==> src/rtl/fetch_sequencer.sv <==
// Instruction fetch: owns the PC, issues one req/ack read per instruction, holds it for decode.
// Latency: ack in the first FETCH cycle gives instr_valid next cycle; decode backpressure holds DELIVER, redirects kill.
module fetch_sequencer #(
  parameter int                ADDR_W   = 16,
  parameter int                DATA_W   = 16,
  parameter logic [ADDR_W-1:0] RESET_PC = '0,
  parameter logic [3:0]        HALT_OP  = 4'hF
) (
  input  logic              clk,
  input  logic              reset,
  input  logic              run,
  output logic              mem_req,
  output logic [ADDR_W-1:0] mem_addr,
  input  logic              mem_ack,
  input  logic [DATA_W-1:0] mem_rdata,
  output logic              instr_valid,
  output logic [DATA_W-1:0] instr,
  output logic [ADDR_W-1:0] instr_pc,
  input  logic              instr_ready,
  input  logic              redirect,
  input  logic [ADDR_W-1:0] redirect_pc,
  output logic [ADDR_W-1:0] pc_out,
  output logic              halted,
  output logic [15:0]       instr_count
);

  typedef enum logic [1:0] {
    S_IDLE,
    S_FETCH,
    S_DELIVER,
    S_HALT
  } state_t;

  state_t            state_q, state_d;
  logic [ADDR_W-1:0] pc_q, pc_d;
  logic [ADDR_W-1:0] instr_pc_q, instr_pc_d;
  logic [ADDR_W-1:0] redir_pc_q, redir_pc_d;
  logic [DATA_W-1:0] instr_q, instr_d;
  logic [15:0]       instr_count_q, instr_count_d;
  logic              redir_pend_q, redir_pend_d;

  always_ff @(posedge clk) begin
    if (reset) begin
      state_q       <= S_IDLE;
      pc_q          <= RESET_PC;
      instr_pc_q    <= '0;
      redir_pc_q    <= '0;
      instr_q       <= '0;
      instr_count_q <= '0;
      redir_pend_q  <= 1'b0;
    end else begin
      state_q       <= state_d;
      pc_q          <= pc_d;
      instr_pc_q    <= instr_pc_d;
      redir_pc_q    <= redir_pc_d;
      instr_q       <= instr_d;
      instr_count_q <= instr_count_d;
      redir_pend_q  <= redir_pend_d;
    end
  end

  always_comb begin
    state_d       = state_q;
    pc_d          = pc_q;
    instr_pc_d    = instr_pc_q;
    redir_pc_d    = redir_pc_q;
    instr_d       = instr_q;
    instr_count_d = instr_count_q;
    redir_pend_d  = redir_pend_q;

    mem_req     = (state_q == S_FETCH);
    instr_valid = (state_q == S_DELIVER) && !redirect;
    halted      = (state_q == S_HALT);

    unique case (state_q)
      S_IDLE: begin
        if (redirect) begin
          pc_d = redirect_pc;
        end else if (run) begin
          state_d = S_FETCH;
        end
      end
      S_FETCH: begin
        // The request address is frozen until ack; a redirect seen mid-request is parked
        // and the returning data is dropped in favour of the newest target.
        if (mem_ack) begin
          if (redirect || redir_pend_q) begin
            pc_d         = redirect ? redirect_pc : redir_pc_q;
            redir_pend_d = 1'b0;
          end else begin
            instr_d    = mem_rdata;
            instr_pc_d = pc_q;
            pc_d       = pc_q + 1'b1;
            state_d    = S_DELIVER;
          end
        end else if (redirect) begin
          redir_pend_d = 1'b1;
          redir_pc_d   = redirect_pc;
        end
      end
      S_DELIVER: begin
        if (redirect) begin
          pc_d    = redirect_pc;
          state_d = S_FETCH;
        end else if (instr_ready) begin
          instr_count_d = instr_count_q + 16'd1;
          if (instr_q[DATA_W-1 -: 4] == HALT_OP) begin
            state_d = S_HALT;
          end else if (run) begin
            state_d = S_FETCH;
          end else begin
            state_d = S_IDLE;
          end
        end
      end
      S_HALT: begin
        state_d = S_HALT;
      end
      default: begin
        state_d = S_IDLE;
      end
    endcase
  end

  assign mem_addr    = pc_q;
  assign pc_out      = pc_q;
  assign instr       = instr_q;
  assign instr_pc    = instr_pc_q;
  assign instr_count = instr_count_q;

endmodule

==> config.mk <==
export PLATFORM = sky130hd
export DESIGN_NAME = fetch_sequencer
export DESIGN_NICKNAME = d
export VERILOG_FILES = /design/src/rtl/fetch_sequencer.sv
export SDC_FILE = /design/constraint.sdc
export NUM_CORES = 1
export LEC_CHECK = 0
export BUFFER_PORTS_ARGS = -buffer_cell sky130_fd_sc_hd__buf_2
export CAP_MARGIN = 5
export CELL_PAD_IN_SITES_DETAIL_PLACEMENT = 1
export CELL_PAD_IN_SITES_GLOBAL_PLACEMENT = 1
export CORE_MARGIN = 2
export CORE_UTILIZATION = 41
export CTS_BUF_LIST = sky130_fd_sc_hd__clkbuf_4 sky130_fd_sc_hd__clkbuf_8
export DETAILED_ROUTE_END_ITERATION = 8
export PLACE_DENSITY_LB_ADDON = 0.1
export SLEW_MARGIN = 20
export SYNTH_ARGS = -nofsm -noshare
export SYNTH_HDL_FRONTEND = slang
export SYNTH_SLANG_ARGS = --single-unit
==> constraint.sdc <==
create_clock -name clk -period 3.6 [get_ports clk]
set_input_delay 0.18 -clock clk [delete_from_list [all_inputs] [get_ports clk]]
set_output_delay 0.18 -clock clk [all_outputs]
set_load 0.03 [all_outputs]
=== Word-level counts from Yosys, hierarchy flattened ===
Cells that the tools add are included.

* $add $sub $neg: 2
* Eq/ne operators: 11
* Multiplexer cells: 17
* Bitwise logic cells: 3
* Reductions and logical operators: 13

{| class="wikitable"
|+ Operator list
! cell !! number
|-
| 16-bit two-way mux || 4
|-
| 16-bit by 1-bit adder with 16-bit output, second input constant || 2
|-
| 16-bit case mux with 2 select lines || 1
|-
| 2-bit two-way mux || 7
|-
| 3-bit AND reduction || 4
|-
| 2-bit case mux with 4 select lines || 1
|-
| 2-bit by 1-bit inequality test with 1-bit output, second input constant || 3
|-
| 2-bit inequality test, second input constant || 3
|-
| 5-bit AND reduction || 1
|-
| 2-bit equality test, second input constant || 2
|-
| 4-bit equality test, second input constant || 1
|-
| 1-bit two-way mux || 4
|-
| 2-bit nonzero test || 2
|-
| 3-bit inequality test, second input constant || 1
|-
| 1-bit NOT || 3
|-
| 2-bit by 1-bit equality test with 1-bit output, second input constant || 1
|-
| 2-bit logical NOT || 1
|-
| 2-bit AND reduction || 1
|-
| 2-bit OR reduction || 1
|-
| 1-bit logical AND || 1
|-
| 1-bit logical NOT || 1
|-
| 1-bit logical OR || 1
|}

* Register bits: 83
* Bits of input ports: 38
* Output and inout bits: 83

=== Longest topological paths before layout ===
Gate-level depths: netlist of the first run.

* Depth after elaboration: 5
* Depth in mapped cells: 7
* Gate-level depth less buffers: 5

=== Worst setup path after synthesis of the first run ===
No wires, ideal clock.

* Kind: reg2reg
* From: register pc_q[2] (netlist: mem_addr[2])
* To: register pc_q[15] (netlist: mem_addr[15])
* Setup time: 74 ps
* Arrival: 1876 ps
* Required time: 3526 ps
* Path slack: 1649 ps
* Cell stages (with the launch flop): 6
* Path through: dfxtp_1 -> buf_2 -> nand4_4 -> or3_4 -> or4_1 -> a31oi_1

* Word-level cells in the longest chain between the ends: 4

{| class="wikitable"
|+ RTL lines
! element !! RTL line !! text
|-
| start: declaration || 35 || <nowiki>logic [ADDR_W-1:0] pc_q, pc_d;</nowiki>
|-
| start signal: assignment || 53 || <nowiki>pc_q <= pc_d;</nowiki>
|-
| 16-bit by 1-bit adder with 16-bit output || 93 || <nowiki>pc_d = pc_q + 1'b1;</nowiki>
|-
| 16-bit two-way mux || 87 || <nowiki>if (redirect || redir_pend_q) begin</nowiki>
|-
| 16-bit two-way mux || 86 || <nowiki>if (mem_ack) begin</nowiki>
|-
| 16-bit case mux with 2 select lines || 75 || <nowiki>unique case (state_q)</nowiki>
|}

Every way passes these cells. The select of a mux whose other input is x is not followed.
A chain may end at the register's enable or synchronous reset.

=== Worst setup path after layout of the first run ===
* From: register state_q[0]
* To: register pc_q[9] (netlist: mem_addr[9])

* Word-level cells in the longest chain between the ends: 4

{| class="wikitable"
|+ RTL lines
! element !! RTL line !! text
|-
| start: declaration || 34 || <nowiki>state_t state_q, state_d;</nowiki>
|-
| start signal: assignment || 52 || <nowiki>state_q <= state_d;</nowiki>
|-
| 2-bit equality test / 2-bit logical NOT (equally long branches) || 75 ||
|-
| 2-bit OR reduction (no source line) || - ||
|-
| 2-bit by 1-bit inequality test with 1-bit output (no source line) / 2-bit nonzero test (equally long branches) || - ||
|-
| 3-bit AND reduction (no source line) || - ||
|}

Several ways; a longest one is shown, not always the timed one.

==> run metrics, run 1 <==
status=complete, no violations; Placed Area=0.00452 mm2; DRC=0; CP max-delay cell=and2_0; yosys warns=0; # diodes=0; post-synthesis sequential area ratio=0.417; logic gate share of total power=0.137; TNS Setup=0 ns; max-cap violations=0; crit path DAT=2.59 ns; DRT Wirelength=11,600 um; htree depth=3; Synth area leaders=dfxtp_1, nand2_1, a21oi_1; Root Buffer=clkbuf_8; unrepaired setup endpoints after global routing=false; r2r startpoint=state_q[0]; Net Sw Power=0.567 mW; total CTS buffers=9; HPWL after detailed placement=approximately 8100 um; most frequent cells after synthesis=nand2_1, dfxtp_1, a21oi_1; worst setup path category=register to register; Synth top area share=0.417; routability cong.=about 0.8; Hold Path End=instr[5]; TritonRoute pass-1 iters=4; flop2flop setup slack=1.26 ns; worst-margin pin slew=0.827 ns; clk_skew=0.0105 ns; final setup fails=0; Core Box Area=approximately 0.0093 mm2; Power Density=411 mW/mm2; initial DRC count=approximately 190; Post-synth EDFFs=0; Worst-Skew Late Latency=0.36 ns; DRT antenna net count=0; vias=a little under 4k; startpoint types=register; hold path depth=3; vias in the first global route=3,735; critical path's largest stage delay=between 0.7 and 0.8 ns; # clock sinks=83; IO buf count=120; final core occ=0.506; Top Ports=about 120; Main synth FF type=dfxtp_1; max frequency=427 MHz; pin count of the biggest net entering global routing=57; Sequential Power Share=0.510; worst-case clock buffer depth=2; average wire per standard cell=16.0 um; critical path cell sequence=nand2b_1, and2_0, a21oi_1, a2111oi_0; fin nets=about 630; final std cells w/o fill=about 730; initial antenna violation count=0; Leak Pwr=1.88 nW; Die Y=103 um; Slew Limit Fails=0; Worst Hold Class=input port to register; final hold vios=0; min-delay src=mem_rdata[5]; Internal Pwr Total=1.37 mW; worst-path fanout max=18; Netlist cell types=57; placed cells=710; count leader, synth=nand2_1; Post-Syn Area=0.00398 mm2; remaining global-route overflow=0; fin crit share=0.651; die area=0.0105 mm2; Sw Ratio=0.292; DR vias/cell=5.39; Mapped Nets=around 550; Worst Path Required=3.84 ns; Post-Syn Instances=509; layout cell share with drive strength beyond 1=0.253; Worst setup EP type=register; Initial Utilization=0.427; Mapped Avg Cell Area=7.83 um2; post-cts resize count=0; GRT Total Usage=0.226; min Tclk post-route=2.34 ns; Clk pwr share=0.353; #FFs+latches synth=83; design area=~0.0047 mm2; Die Wd=103 um; Layout area overhead=18.5%; Post-CTS Hold Buffers=0; Rows=35; post-synth top area cell=dfxtp_1; worst r2r dst=mem_addr[9]; setup bufs post-CTS=0; first-pass GRT wire length=18,700 um; reg2reg path depth=4; clock slew at reported path FFs=roughly 0.09 ns; CTS tree=done; WHS=0.0466 ns; relative slew slack=0.448; IR drop worst, VDD=0.200 mV; FFs w/ async S/R, synth=0
==> per-stage QoR <==
stage	total power, mW	worst slack, ns
after floorplan	1.20	1.65
after global placement	1.27	1.08
after detailed placement	1.27	1.26
after CTS	1.95	1.26
after global routing	2.03	1.03
final	1.94	1.26
==> metal layers <==
layer  global-route usage  vias to the layer above  part of all wire
met4               0.0749                        0             0.015
met2                0.366                       97              0.47
met5                    0                        -                 0
li1                     -                     1910                 -
met1                0.313                     1893              0.47
met3               0.0285                       13             0.041
==> final cells by class <==
cell class              count  area [um2]
fillers                  1217        4610
clock buffers              11         145
inverters                  14        52.6
repair buffers            123         638
clock inverters             5        52.6
well taps                 129         161
flip-flops and latches     83        1660
multi-input cells         361        2010
==> worst max-delay path by stage <==
stage | startpoint | end | slack (ns) | cells past startpoint
floorplan | mem_addr[2] | mem_addr[15] | 1.65 | 5
global placement | redir_pend_q | mem_addr[4] | 1.08 | 4
detailed placement | state_q[0] | mem_addr[4] | 1.26 | 4
CTS | state_q[0] | mem_addr[9] | 1.26 | 4
global route | state_q[0] | mem_addr[9] | 1.03 | 4
finish | state_q[0] | mem_addr[9] | 1.26 | 4
==> cells in the final DEF, fill, tap and decap left out, types with 6 or more instances in the layout <==
cell type / synthesis / layout
nor2_1: 20 / 20
o21ai_0: 13 / 13
nand3_1: 10 / 10
nand4_1: 6 / 6
or3_1: 7 / 6
nor4_1: 7 / 7
buf_2: 11 / 119
clkbuf_8: 0 / 10
dfxtp_1: 83 / 83
nand3b_1: 7 / 7
a21oi_1: 71 / 71
xnor2_1: 9 / 9
inv_1: 14 / 14
nand2_1: 114 / 114
==> critical path, delay by kind of cell, from the launching register on <==
family	cells	cell delay (ns)
AOI/OAI and AO/OA	2	0.52
DFF	1	0.66
and+or+nand+nor	2	1.05
==> registers in the layout, indices dropped and copies added (netlist names) <==
signal and count:
instr_count 16, instr 16, redir_pc_q 16, redir_pend_q 1, instr_pc 16, state_q 2, mem_addr 16
==> kinds of logic (layout without fill, tap and decap cells) <==
kind of cell,after synthesis,in the layout,share of synthesized area
buffers and inverters,65,153,0.0798
and+or+nand+nor,216,216,0.269
adders and majority gates,2,2,0.00628
AOI/OAI and AO/OA,124,124,0.185
muxes,5,5,0.0129
xor gates and xnor gates,14,14,0.0308
DFF,83,83,0.417
==> power by group through the flow <==
stage | clock network (mW) | registers [mW] | logic, mW
global placement | 0 | 1.01 | 0.260
finish | 0.685 | 0.989 | 0.265
floorplan | 0 | 1.03 | 0.168
detailed placement | 0 | 1.01 | 0.264
global route | 0.744 | 0.995 | 0.288
CTS | 0.700 | 0.989 | 0.266
Note: power is estimated with default switching activity, not from simulation.
==> run 2: changes to the inputs <==
CORE_UTILIZATION = 34   (was 41)
clock period = 2.1 ns   (was 3.6 ns; I/O delays follow)
==> run 2 against run 1 <==
Count of clock-buffer cells in the layout rose by 3. Wire length rose by 8.9%. Sequential power rose by 69%. Critical path depth rose by 1. Largest power group unchanged.
==> run metrics, run 2 (synthesis results as in run 1) <==
worst-margin pin slew=0.691 ns (-0.135 ns); commonest non-fill, non-tap cell in the layout=buf_2; placed cells=751 (+5.8%); crit path DAT=2.15 ns (-0.44 ns); fin crit share=0.915 (+0.264); clk_skew=0.00632 ns (-0.00421 ns); logic gate share of total power=0.160 (+0.023); Core Box Area=0.0114 mm2 (+22%); Sw Ratio=0.277 (-0.0151); initial antenna violation count=0 (unchanged); # diodes=0 (unchanged); max-cap violations=0 (unchanged); Rows=39 (+11%); vias=4,138 (+5.8%); max frequency=520 MHz (+22%); TNS Setup=0 ns (unchanged); setup bufs post-CTS=0 (unchanged); IR drop worst, VDD=0.405 mV (+100%); DR vias/cell=5.21 (-3.3%); HPWL after detailed placement=8990 um (+11%); critical path's largest stage delay=0.57 ns (-0.14 ns); clock slew at reported path FFs=0.08 ns (about the same); remaining global-route overflow=0 (unchanged); most frequent cells in the layout=buf_2, nand2_1, dfxtp_1, a21oi_1; Worst Hold Class=input port to register; Power Density=663 mW/mm2 (+61%); # clock sinks=83 (unchanged); routability cong.=0.803 (+1.5%); first-pass GRT wire length=21,500 um (+15%); Leak Pwr=2.14 nW (+14%); pin count of the biggest net entering global routing=38 (-33%); Net Sw Power=0.965 mW (+70%); final std cells w/o fill=794 (+9.4%); IO buf count=120 (unchanged); Clk pwr share=0.359 (+0.006); worst-path fanout max=13 (-5); Die Wd=112 um (+9.4%); TritonRoute pass-1 iters=4 (unchanged); total CTS buffers=9 (unchanged); reg2reg path depth=5 (+1); Worst setup EP type=register; hold path depth=3 (unchanged); Top Ports=121 (unchanged); Root Buffer=clkbuf_8; DRT antenna net count=0 (unchanged); worst-case clock buffer depth=2 (unchanged); GRT Total Usage=0.209 (-0.0168); final setup fails=0 (unchanged); DRC=0 (unchanged); fin nets=687 (+8.7%); DRT Wirelength=12,700 um (+8.9%); worst setup path category=register to register; unrepaired setup endpoints after global routing=false; initial DRC count=140 (-25%); min Tclk post-route=1.92 ns (-0.422 ns); average wire per standard cell=16.0 um (-0.47%); status=complete, no violations; Die Y=112 um (+9.4%); Initial Utilization=0.349 (-0.0782); startpoint types=register; vias in the first global route=4,232 (+13%); htree depth=3 (unchanged); Worst Path Required=2.33 ns (-1.51 ns); Internal Pwr Total=2.52 mW (+83%); die area=0.0126 mm2 (+20%); relative slew slack=0.535 (+0.0866); Layout area overhead=31.8%; critical path cell sequence=nand2b_1, or3_1, buf_4, nand2_1, a21oi_1; CTS tree=done; CP max-delay cell=dfxtp_1; layout cell share with drive strength beyond 1=0.270 (+0.0174); Worst-Skew Late Latency=0.36 ns (about the same); Slew Limit Fails=0 (unchanged); final hold vios=0 (unchanged); Sequential Power Share=0.481 (-0.029)
-- run 2: per-layer routing --
| layer | up-vias | GRT usage | routed length, um |
|---|---|---|---|
| met3 | 14 | 0.0373 | 533 |
| met5 | - | 0 | 0 |
| met1 | 1992 | 0.269 | 5780 |
| met4 | 0 | 0.0528 | 150 |
| met2 | 100 | 0.365 | 6210 |
| li1 | 2032 | - | - |
-- run 2: worst max-delay path, delay by kind of cell (launching register included) --
family                 cells  cell delay, ns
AND/OR/NAND/NOR            3            0.92
flip-flops                 1            0.57
buffers and inverters      1            0.24
AO/OA/AOI/OAI              1            0.06
-- run 2: power groups by stage --
stage	clock network [mW]	registers (mW)	logic, mW
global route	1.34	1.68	0.609
floorplan	0	1.76	0.287
detailed placement	0	1.71	0.521
CTS	1.29	1.67	0.561
finish	1.25	1.67	0.558
global placement	0	1.71	0.514
-- run 2: final cells by class --
type | count | area (um2)
Clock buffer | 14 | 186
Clock inverter | 1 | 30.0
Fill cell | 1463 | 6170
Inverter | 14 | 52.6
Multi-Input combinational cell | 361 | 2010
Sequential cell | 83 | 1660
Tap cell | 143 | 179
Timing Repair Buffer | 178 | 1130
-- run 2: stage by stage --
stage	instance area [um2]	hold WS, ns	setup WS, ns	utilization	power [mW]
floorplan	3980	0.202	0.149	-	2.05
finish	5250	0.0129	0.178	0.460	3.48
global placement	4750	0.346	0.254	0.416	2.22
global route	5250	0.0180	0.0600	0.460	3.64
CTS	5250	0.00177	0.179	0.460	3.52
detailed placement	4750	0.356	0.197	0.416	2.23
-- run 2: repair_timing --
action,CTS,global route
endpoints found under the hold margin,28,0
hold buffers,28,0
gates resized for setup,0,0
-- run 2: final timing paths --
| path | start | to | slack, ns |
|---|---|---|---|
| setup / recovery | state_q[0] | instr_pc[15] | 0.18 |
| hold / removal | redirect_pc[8] | redir_pc_q[8] | 0.01 |
| setup reg to reg | state_q[0] | instr_pc[15] | 0.18 |
| hold reg to reg | instr_pc[3] | instr_pc[3] | 0.46 |
